File: config.mk
export PLATFORM = sky130hd
export DESIGN_NAME = mmio_io_ctrl_flat
export DESIGN_NICKNAME = d
export VERILOG_FILES = /design/src/rtl/mmio_io_ctrl_pkg.sv /design/src/rtl/mmio_io_ctrl_if.sv /design/src/rtl/mmio_io_ctrl_sync_edge.sv /design/src/rtl/mmio_io_ctrl.sv /design/src/flat_wrapper.sv
export SDC_FILE = /design/constraint.sdc
export NUM_CORES = 1
export LEC_CHECK = 0
export ABC_AREA = 1
export BUFFER_PORTS_ARGS = -buffer_cell sky130_fd_sc_hd__buf_2
export CORE_MARGIN = 1
export CORE_UTILIZATION = 23
export DETAILED_ROUTE_END_ITERATION = 12
export PLACE_DENSITY_LB_ADDON = 0.15
export REMOVE_ABC_BUFFERS = 1
export SYNTH_ARGS = -nofsm -noshare
export SYNTH_HDL_FRONTEND = slang
export SYNTH_SLANG_ARGS = --single-unit
File: constraint.sdc
create_clock -name clock -period 2.2 [get_ports clock]
set_input_delay 0.55 -clock clock [delete_from_list [all_inputs] [get_ports clock]]
set_output_delay 0.55 -clock clock [all_outputs]
set_load 0.02 [all_outputs]
File: src/rtl/mmio_io_ctrl_pkg.sv
`default_nettype none
// +----------------------------------------------------------------------------+
// | mmio_io_ctrl_pkg : shared widths, IO map and FSM encoding for mmio_io_ctrl |
// | Rev 1.0                                                                    |
// +----------------------------------------------------------------------------+
package mmio_io_ctrl_pkg;

  localparam int ISA_WIDTH = 32;
  localparam int IO_WIDTH  = 16;

  localparam logic [21:0] IO_BASE_HI = 22'h3FFFFF;

  localparam logic [9:0] LED_OFS  = 10'h060;
  localparam logic [9:0] SW_OFS   = 10'h070;
  localparam logic [9:0] SEG_OFS  = 10'h080;
  localparam logic [9:0] STAT_OFS = 10'h090;

  typedef enum logic [1:0] {
    IDLE = 2'd0,
    WAIT = 2'd1,
    DONE = 2'd2
  } io_state_e;

  typedef enum logic [2:0] {
    SEL_NONE = 3'd0,
    SEL_LED  = 3'd1,
    SEL_SW   = 3'd2,
    SEL_SEG  = 3'd3,
    SEL_STAT = 3'd4
  } io_sel_e;

  // Anything outside the top 1 KiB window, or at an unmapped offset, selects nothing.
  function automatic io_sel_e io_decode(input logic [ISA_WIDTH-1:0] addr);
    io_sel_e sel;
    sel = SEL_NONE;
    if (addr[31:10] == IO_BASE_HI) begin
      case (addr[9:0])
        LED_OFS:  sel = SEL_LED;
        SW_OFS:   sel = SEL_SW;
        SEG_OFS:  sel = SEL_SEG;
        STAT_OFS: sel = SEL_STAT;
        default:  sel = SEL_NONE;
      endcase
    end
    return sel;
  endfunction

endpackage
`default_nettype wire

File: src/rtl/mmio_io_ctrl_if.sv
`default_nettype none
// +----------------------------------------------------------------------------+
// | mmio_io_ctrl_if : CPU-side IO access bus (request, stall and read data)    |
// | Rev 1.0                                                                    |
// +----------------------------------------------------------------------------+
interface mmio_io_ctrl_if;
  import mmio_io_ctrl_pkg::*;

  logic                 io_rd;
  logic                 io_wr;
  logic [ISA_WIDTH-1:0] addr;
  logic [ISA_WIDTH-1:0] wdata;
  logic                 stall;
  logic [ISA_WIDTH-1:0] io_rdata;

  modport master (
    output io_rd, io_wr, addr, wdata,
    input  stall, io_rdata
  );

  modport slave (
    input  io_rd, io_wr, addr, wdata,
    output stall, io_rdata
  );

endinterface
`default_nettype wire

File: src/rtl/mmio_io_ctrl_sync_edge.sv
`default_nettype none
// +----------------------------------------------------------------------------+
// | mmio_io_ctrl_sync_edge : multi-flop synchronizer plus rising-edge pulse    |
// | Rev 1.0                                                                    |
// +----------------------------------------------------------------------------+
module mmio_io_ctrl_sync_edge #(
  parameter int SYNC_STAGES = 2
) (
  input  wire logic clock,
  input  wire logic rst_n,
  input  wire logic d,
  output logic      pulse
);

  logic [SYNC_STAGES-1:0] r_sync;
  logic                   r_sync_d;

  always_ff @(posedge clock or negedge rst_n) begin
    if (!rst_n) begin
      r_sync   <= '0;
      r_sync_d <= 1'b0;
    end else begin
      r_sync   <= {r_sync[SYNC_STAGES-2:0], d};
      r_sync_d <= r_sync[SYNC_STAGES-1];
    end
  end

  assign pulse = r_sync[SYNC_STAGES-1] & ~r_sync_d;

endmodule
`default_nettype wire

File: src/rtl/mmio_io_ctrl.sv
`default_nettype none
// +----------------------------------------------------------------------------+
// | mmio_io_ctrl : memory-mapped IO controller (LED/SEG regs, stalling switch  |
// |                read gated by the confirm button, sticky read timeout)      |
// | Rev 1.0                                                                    |
// +----------------------------------------------------------------------------+
module mmio_io_ctrl
  import mmio_io_ctrl_pkg::*;
#(
  parameter int TIMEOUT_CYC = 0,
  parameter int SYNC_STAGES = 2
) (
  input  wire logic                 clock,
  input  wire logic                 rst_n,
  mmio_io_ctrl_if.slave             bus,
  input  wire logic [IO_WIDTH-1:0]  switches,
  input  wire logic                 confirm_button,
  output logic      [IO_WIDTH-1:0]  ledout,
  output logic      [ISA_WIDTH-1:0] seg_data,
  output logic                      rd_timeout
);

  io_state_e            r_state;
  io_state_e            w_next;
  logic [ISA_WIDTH-1:0] r_rdata;
  logic [IO_WIDTH-1:0]  r_led;
  logic [ISA_WIDTH-1:0] r_seg;
  logic                 r_to;

  io_sel_e              w_sel;
  logic                 w_rd;
  logic                 w_sw_req;
  logic                 w_pulse;
  logic                 w_timeout;
  logic                 w_stall;
  logic                 w_capture;
  logic [ISA_WIDTH-1:0] w_cap_val;
  logic                 w_set_to;
  logic [ISA_WIDTH-1:0] w_rdata;

  // A simultaneous write wins, so the read side only sees io_rd without io_wr.
  assign w_sel    = io_decode(bus.addr);
  assign w_rd     = bus.io_rd & ~bus.io_wr;
  assign w_sw_req = w_rd & (w_sel == SEL_SW);

  mmio_io_ctrl_sync_edge #(
    .SYNC_STAGES (SYNC_STAGES)
  ) u_sync_edge (
    .clock (clock),
    .rst_n (rst_n),
    .d     (confirm_button),
    .pulse (w_pulse)
  );

  generate
    if (TIMEOUT_CYC != 0) begin : g_timeout
      localparam int CNT_W = $clog2(TIMEOUT_CYC + 1);
      localparam logic [CNT_W-1:0] CNT_LAST = CNT_W'(TIMEOUT_CYC - 1);
      logic [CNT_W-1:0] r_cnt;

      // Held at zero outside WAIT so every new wait starts a fresh count; saturates.
      always_ff @(posedge clock or negedge rst_n) begin
        if (!rst_n) begin
          r_cnt <= '0;
        end else if (r_state != WAIT) begin
          r_cnt <= '0;
        end else if (r_cnt != {CNT_W{1'b1}}) begin
          r_cnt <= r_cnt + 1'b1;
        end
      end

      assign w_timeout = (r_cnt == CNT_LAST);
    end else begin : g_no_timeout
      assign w_timeout = 1'b0;
    end
  endgenerate

  always_ff @(posedge clock or negedge rst_n) begin
    if (!rst_n) begin
      r_state <= IDLE;
    end else begin
      r_state <= w_next;
    end
  end

  always_comb begin
    w_next    = r_state;
    w_stall   = 1'b0;
    w_capture = 1'b0;
    w_cap_val = '0;
    w_set_to  = 1'b0;
    case (r_state)
      IDLE: begin
        if (w_sw_req) begin
          w_stall = 1'b1;
          w_next  = WAIT;
        end
      end
      WAIT: begin
        w_stall = 1'b1;
        if (!bus.io_rd) begin
          w_next = IDLE;
        end else if (w_pulse) begin
          w_capture = 1'b1;
          w_cap_val = {{(ISA_WIDTH-IO_WIDTH){1'b0}}, switches};
          w_next    = DONE;
        end else if (w_timeout) begin
          w_capture = 1'b1;
          w_set_to  = 1'b1;
          w_next    = DONE;
        end
      end
      DONE: begin
        w_next = IDLE;
      end
      default: begin
        w_next = IDLE;
      end
    endcase
  end

  always_ff @(posedge clock or negedge rst_n) begin
    if (!rst_n) begin
      r_rdata <= '0;
      r_led   <= '0;
      r_seg   <= '0;
      r_to    <= 1'b0;
    end else begin
      if (w_capture) begin
        r_rdata <= w_cap_val;
      end
      if (bus.io_wr && (w_sel == SEL_LED)) begin
        r_led <= bus.wdata[IO_WIDTH-1:0];
      end
      if (bus.io_wr && (w_sel == SEL_SEG)) begin
        r_seg <= bus.wdata;
      end
      if (w_set_to) begin
        r_to <= 1'b1;
      end else if (w_rd && (w_sel == SEL_STAT)) begin
        r_to <= 1'b0;
      end
    end
  end

  always_comb begin
    w_rdata = '0;
    if (r_state == DONE) begin
      w_rdata = r_rdata;
    end else if (w_rd) begin
      case (w_sel)
        SEL_LED:  w_rdata = {{(ISA_WIDTH-IO_WIDTH){1'b0}}, r_led};
        SEL_SEG:  w_rdata = r_seg;
        SEL_STAT: w_rdata = {{(ISA_WIDTH-1){1'b0}}, r_to};
        default:  w_rdata = '0;
      endcase
    end
  end

  // Gating with rst_n keeps stall low while reset is held even if a switch read is still presented.
  assign bus.stall    = rst_n & w_stall;
  assign bus.io_rdata = w_rdata;
  assign ledout       = r_led;
  assign seg_data     = r_seg;
  assign rd_timeout   = r_to;

endmodule
`default_nettype wire

File: src/flat_wrapper.sv
// flat-port wrapper written by rule: the top's interface ports become plain ports
module mmio_io_ctrl_flat import mmio_io_ctrl_pkg::*;
#(
  parameter int TIMEOUT_CYC = 0,
  parameter int SYNC_STAGES = 2
)
  (clock, rst_n, switches, confirm_button, ledout, seg_data, rd_timeout, bus_io_rd, bus_io_wr, bus_addr, bus_wdata, bus_stall, bus_io_rdata);
  mmio_io_ctrl_if bus_i ();
  input  wire logic clock;
  input  wire logic rst_n;
  input  wire logic [IO_WIDTH-1:0] switches;
  input  wire logic confirm_button;
  output logic      [IO_WIDTH-1:0] ledout;
  output logic      [ISA_WIDTH-1:0] seg_data;
  output logic rd_timeout;
  input wire logic [$bits(bus_i.io_rd)-1:0] bus_io_rd;
  input wire logic [$bits(bus_i.io_wr)-1:0] bus_io_wr;
  input wire logic [$bits(bus_i.addr)-1:0] bus_addr;
  input wire logic [$bits(bus_i.wdata)-1:0] bus_wdata;
  output wire logic [$bits(bus_i.stall)-1:0] bus_stall;
  output wire logic [$bits(bus_i.io_rdata)-1:0] bus_io_rdata;
  assign bus_i.io_rd = bus_io_rd;
  assign bus_i.io_wr = bus_io_wr;
  assign bus_i.addr = bus_addr;
  assign bus_i.wdata = bus_wdata;
  assign bus_stall = bus_i.stall;
  assign bus_io_rdata = bus_i.io_rdata;
  mmio_io_ctrl #(.TIMEOUT_CYC(TIMEOUT_CYC), .SYNC_STAGES(SYNC_STAGES)) u_core (.clock(clock), .rst_n(rst_n), .bus(bus_i), .switches(switches), .confirm_button(confirm_button), .ledout(ledout), .seg_data(seg_data), .rd_timeout(rd_timeout));
endmodule
# Word level (Yosys, flattened, before mapping)
# Cells that the tools add are included.
[op_classes]
eq_ne = 12
n_mux = 17
bitwise_logic = 6
reduce_logical = 4
[ops]
columns = ["op", "n"]
rows = [
  ["32-bit two-way mux", 4],
  ["32-bit one-hot mux with 2 select lines", 1],
  ["22-bit equality test, second input constant", 1],
  ["10-bit by 7-bit equality test with 1-bit output, second input constant", 2],
  ["10-bit by 8-bit equality test with 1-bit output, second input constant", 2],
  ["16-bit two-way mux", 1],
  ["3-bit one-hot mux with 4 select lines", 1],
  ["3-bit by 2-bit equality test with 1-bit output, second input constant", 2],
  ["2-bit two-way mux", 3],
  ["1-bit bitwise AND", 4],
  ["1-bit two-way mux", 4],
  ["2-bit one-hot mux with 2 select lines", 1],
  ["3-bit by 1-bit equality test with 1-bit output, second input constant", 1],
  ["3-bit two-way mux", 1],
  ["3-bit != test, second input constant", 1],
  ["2-bit by 1-bit equality test with 1-bit output, second input constant", 1],
  ["2-bit equality test, second input constant", 1],
  ["1-bit logical AND", 2],
  ["2-bit logical NOT", 1],
  ["2-bit by 1-bit != test with 1-bit output, second input constant", 1],
  ["1-bit inverter", 2],
  ["1-bit one-hot mux with 2 select lines", 1],
  ["2-bit AND reduction", 1],
]
[word_totals]
register_bits = 85
in_bits = 85
out_inout_bits = 82
word_cells = 45

# Logic depth before layout (Yosys ltp)
[logic_depth]
ltp_word = 8
mapped_depth = 11

# Modules after synthesis
# From an unflattened synthesis, not the netlist that was laid out.
[unflattened]
hier_cells = 512
area_unflattened_um2 = 3719.8
[by_module_without_submodules]
columns = ["module", "instances", "cells_per_inst", "area_per_inst_um2", "seq_area_each_um2"]
rows = [
  ["mmio_io_ctrl", 1, 507, 3634.7, 1651.6],
  ["mmio_io_ctrl_sync_edge", 1, 5, 85.1, 75.1],
]

# Worst setup path after synthesis
# No wires, ideal clock.
[synth_path]
path_kind = "input-to-output"
start = "in bus_addr[0]"
end = "out bus_io_rdata[21]"
arrival_time_ps = 1840
required_ps = 1650
slack_ps = -190
path_stages = 8
n_path_buf = 1
path_cell_list = "inv_1 -> nand2_1 -> nor2_1 -> nand3_1 -> nor3_4 -> nand2_1 -> buf_2 -> nor2_1"
[synth_via]
elab_chain_len = 7
elab_cells_between_ends = 11
classes_between = "6 x eq/ne; 5 x mux"
[synth_rtl]
columns = ["element", "line_no", "source"]
rows = [
  ["start: declaration", "flat_wrapper.sv:18", "input wire logic [$bits(bus_i.addr)-1:0] bus_addr;"],
  ["10-bit by 8-bit equality test with 1-bit output / 10-bit by 7-bit equality test with 1-bit output (equally long branches)", "mmio_io_ctrl_pkg.sv:37", "case (addr[9:0])"],
  ["3-bit one-hot mux with 4 select lines (*)", "mmio_io_ctrl_pkg.sv:37", ""],
  ["3-bit two-way mux (*)", "mmio_io_ctrl_pkg.sv:36", "if (addr[31:10] == IO_BASE_HI) begin"],
  ["3-bit by 2-bit equality test with 1-bit output / 3-bit by 1-bit equality test with 1-bit output (equally long branches)", "mmio_io_ctrl.sv:151", "case (w_sel)"],
  ["32-bit one-hot mux with 2 select lines (*)", "mmio_io_ctrl.sv:151", ""],
  ["32-bit two-way mux (*)", "mmio_io_ctrl.sv:150", "end else if (w_rd) begin"],
  ["32-bit two-way mux (*)", "mmio_io_ctrl.sv:148", "if (r_state == DONE) begin"],
  ["end: declaration", "flat_wrapper.sv:21", "output wire logic [$bits(bus_i.io_rdata)-1:0] bus_io_rdata;"],
]
# Every way passes the cells marked *; elsewhere a longest branch is shown, timed or not.

# Worst setup path in the final report
[layout_path]
start = "in bus_addr[3]"
end = "out bus_io_rdata[26]"
# The elaborated chain is that of the path after synthesis.

==> impl_results.md <==
- Sw frac: between 20% and 30%
- Worst Hold Class: input port to async pin
- Antenna violations before repair: 1
- Crit-path cells: buf_8 > inv_4 > nand2_4 > nor2_4 > buf_6 > nand3_4 > nand2_4 > buf_12 > buf_12 > nand2_4 > buf_12 > nor2_4 > buf_6
- Setup TNS: -5667 ps
- Post-synthesis sequential area ratio: around 48%
- Clock Skew: between 4 and 5 ps
- Setup Viol. Count Final: 33
- Vias: approximately 4,000
- Area Growth Syn to Fin: 63.07%
- Yosys cell types: 19
- Synth Instances: 509
- Synth area leader: dfrtp_1
- Share of cells above drive strength 1: around 42%
- Drt drc: 0
- RSZ-0062 raised after global routing: true
- Max-Cap Viols: 0
- Die area: between 15,000 and 20,000 um2
- Slowest cell on crit path: buf_12
- GR Overflow Total: 0
- GR Util All Layers: between 10% and 20%
- Area post-placement: 4850 um2
- Detailed Route WL: about 14 mm
- First-pass GRT wire length: about 21 mm
- Routed wire per std cell: between 10 and 15 um
- Worst vdd ir: ~0.4 mV
- Total CTS buffers: 9
- Cell area after synthesis: about 3600 um2
- Skew-Pair Late Insertion Delay: ~340 ps
- Fill count: about 1,600
- Switching power: around 0.00065 W
- Clk slew on worst S/H paths: around 50 ps
- Vias in the first global route: 3,932
- Die width: between 100 and 150 um
- Fin Hold WS: 316.6 ps
- Critical path's top delay family: buffers and inverters
- Mean Syn Cell Area: between 7 and 8 um2
- Worst setup path class: input port to output pin
- Simple-gate share of the synthesized area: 45.62%
- Die extent in y: roughly 130 um
- Largest net degree at the start of global routing: 70
- Status: finished with violations
- Core Area: approximately 15,000 um2
- Fin crit period: 2410 ps
- Slew Limit Fails: 0
- First-pass iteration count of the detailed router: 4
- H-Tree Depth: 3
- Adder-cell share of the synthesized area: 0%
- CTS sink count: 69
- Fmax: approximately 0.41 GHz
- Mux contribution to synthesized area: 0%
- Critical path arrival: approximately 1900 ps
- Leakage: approximately 3.2 nW
- Period Utilization, post-route: 109.5%
- Comb pwr share: under 10%
- Yosys warning total: 0
- Critical path's largest stage delay: ~170 ps
- DR vias/cell: between 4 and 5
- Yosys top cell area share: a little under half
- Placer congestion estimate: approximately 0.77
- Worst EP required: 1650 ps
- Startpoint Class: input port
- Total Power: roughly 0.0028 W
- Final Hold Fails: 0
- Ranking of synthesized cells by area: dfrtp_1 (48%), nand2_1 (26%), nand4_1 (8.8%)
- # rows: between 40 and 50
- Io pins: around 170
- ANT nets after route: 0
- Failing checks: setup timing
- CTS tree: yes
- Flops & latches, synth: a little under 70
- Post-Synth XOR/XNOR Area: 0%
- Buffers on Ports: 165
- Hpwl dp: a little over 9 mm
- P_int: about 0.0022 W
- Pwr dens: ~480 nW/um2
- Nets: 777
- Initial core utilization: 23.69%
- Worst Path Max Fanout: 12
- Main combinational cell family by area after synthesis: simple AND/OR/NAND/NOR gates
- Setup WS post-layout: -210.0 ps
- Antenna cells: 0
- Critical Path Sink Type: output pin
- Clk Tree Root Cell: clkbuf_16
- Initial DRC Count: between 100 and 150
- Clock tree buffer depth: 2
- CP bufs+invs: 7
- Worst Tran Pin Value: approximately 560 ps
- Final instance area: around 6000 um2
- Worst rel slew slack: between 60% and 70%
- Sequential share of power: ~45%
- Synth Area in Compound Gates: less than 1%
- Clock share of power: between 40% and 50%
[worst paths after layout]
check	cells after the start	slack (ps)	to	start
max in group asynchronous	2	1590	u_core.r_rdata[3]$_DFFE_PN0P_	rst_n
worst max-delay path	13	-210	bus_io_rdata[26]	bus_addr[3]
min in group clock	1	320	u_core.u_sync_edge.r_sync[0]$_DFF_PN0_	confirm_button
worst max register to register	6	780	u_core.r_rdata[10]$_DFFE_PN0P_	u_core.r_state[0]$_DFFE_PN0P_
worst min register to register	0	350	u_core.u_sync_edge.r_sync[1]$_DFF_PN0_	u_core.u_sync_edge.r_sync[0]$_DFF_PN0_
worst min-delay path	2	320	u_core.ledout[6]$_DFFE_PN0P_	rst_n
[worst reg2reg max path: stages, from the launching register on]
cell,delay (ps)
dfrtp_1,380
inv_1,110
nor3_1,70
nand2_1,80
clkinv_1,390
nand2_1,220
nand2_1,60
[registers in the layout (all words and copies together), names as in the netlist]
name / cells
u_core.u_sync_edge.r_sync_d: 1
u_core.r_rdata: 16
u_core.ledout: 16
u_core.r_state: 2
u_core.seg_data: 32
u_core.u_sync_edge.r_sync: 2
[area by class of cell]
type | instances | area (um2) | share of cell area (%)
clock buffers | 12 | 256.5 | 4.352
clock inverters | 2 | 10.01 | 0.1698
inverters | 16 | 70.07 | 1.189
multi-input cells | 390 | 2014 | 34.18
flip-flops and latches | 69 | 1727 | 29.29
well taps | 211 | 264.0 | 4.479
repair buffers | 206 | 1553 | 26.34
[per-stage QoR]
stage          instances  worst slack, ps  util, %
6_report             906           -210.0    38.63
5_1_grt              906           -306.4    38.63
4_1_cts              908           -222.1    37.56
3_5_place_dp         882           -368.4    31.78
3_3_place_gp         882           -330.0    31.78
2_1_floorplan        475            -1188        -
[layout by cell type (no fill, tap or decap)]
| master | Yosys | layout |
|---|---|---|
| clkinv_1 | 1 | 1 |
| nand4_1 | 51 | 51 |
| clkbuf_1 | 15 | 1 |
| conb_1 | 1 | 1 |
| buf_2 | 14 | 119 |
| nand2_1 | 255 | 229 |
| buf_4 | 4 | 28 |
| nand2_2 | 0 | 21 |
| clkbuf_16 | 0 | 9 |
| nor3_4 | 1 | 1 |
| inv_2 | 1 | 2 |
| nand3_1 | 38 | 25 |
| nor3_2 | 0 | 2 |
| nor2_4 | 0 | 21 |
| nor2_2 | 1 | 3 |
| buf_12 | 0 | 9 |
| a21oi_2 | 0 | 1 |
| nor3_1 | 3 | 1 |
| nor2_1 | 36 | 13 |
| clkinv_2 | 0 | 2 |
| inv_4 | 0 | 4 |
| inv_1 | 14 | 9 |
| nand3_2 | 1 | 12 |
| nand3_4 | 0 | 2 |
| dfrtp_1 | 69 | 69 |
| buf_8 | 0 | 1 |
| clkbuf_8 | 0 | 2 |
| nand2_4 | 0 | 5 |
| o21ai_0 | 2 | 2 |
| buf_6 | 0 | 49 |
[logic make-up after synthesis]
group	Yosys count
and+or+nand+nor	386
AOI/OAI and AO/OA	3
other	1
buffers and inverters	50
DFF	69
[power groups by stage]
stage | registers, W | logic (W) | clock network (W)
2_1_floorplan | 0.00130 | 0.0000293 | 0
3_3_place_gp | 0.00130 | 0.000181 | 0
3_5_place_dp | 0.00130 | 0.000184 | 0
4_1_cts | 0.00127 | 0.000212 | 0.00139
5_1_grt | 0.00127 | 0.000241 | 0.00144
6_report | 0.00127 | 0.000218 | 0.00134
[timing repair]
item                       CTS  global route
hold buffers                 0             0
pin swaps                   16            15
gates cloned                 3             0
buffers inserted             9             1
resized for setup          135            63
setup endpoints to repair   33            65
[synthesized netlist by cell type]
| master | number |
|---|---|
| clkinv_1 | 1 |
| buf_2 | 14 |
| nand3_2 | 1 |
| nor3_1 | 3 |
| nor2_2 | 1 |
| buf_1 | 1 |
| conb_1 | 1 |
| buf_4 | 4 |
| nor3_4 | 1 |
| nor2_1 | 36 |
| inv_2 | 1 |
| o21ai_0 | 2 |
| nand4_1 | 51 |
| a21oi_1 | 1 |
| inv_1 | 14 |
| nand2_1 | 255 |
| nand3_1 | 38 |
| clkbuf_1 | 15 |
| dfrtp_1 | 69 |
[metal layers]
layer  global-route usage (%)  part of all wire (%)
met1                    22.09                    44
met2                    28.38                    48
met3                    5.235                   6.7
met4                    4.552                   1.3
met5                        0                 0.074
Power figures use the tool's default switching activity.
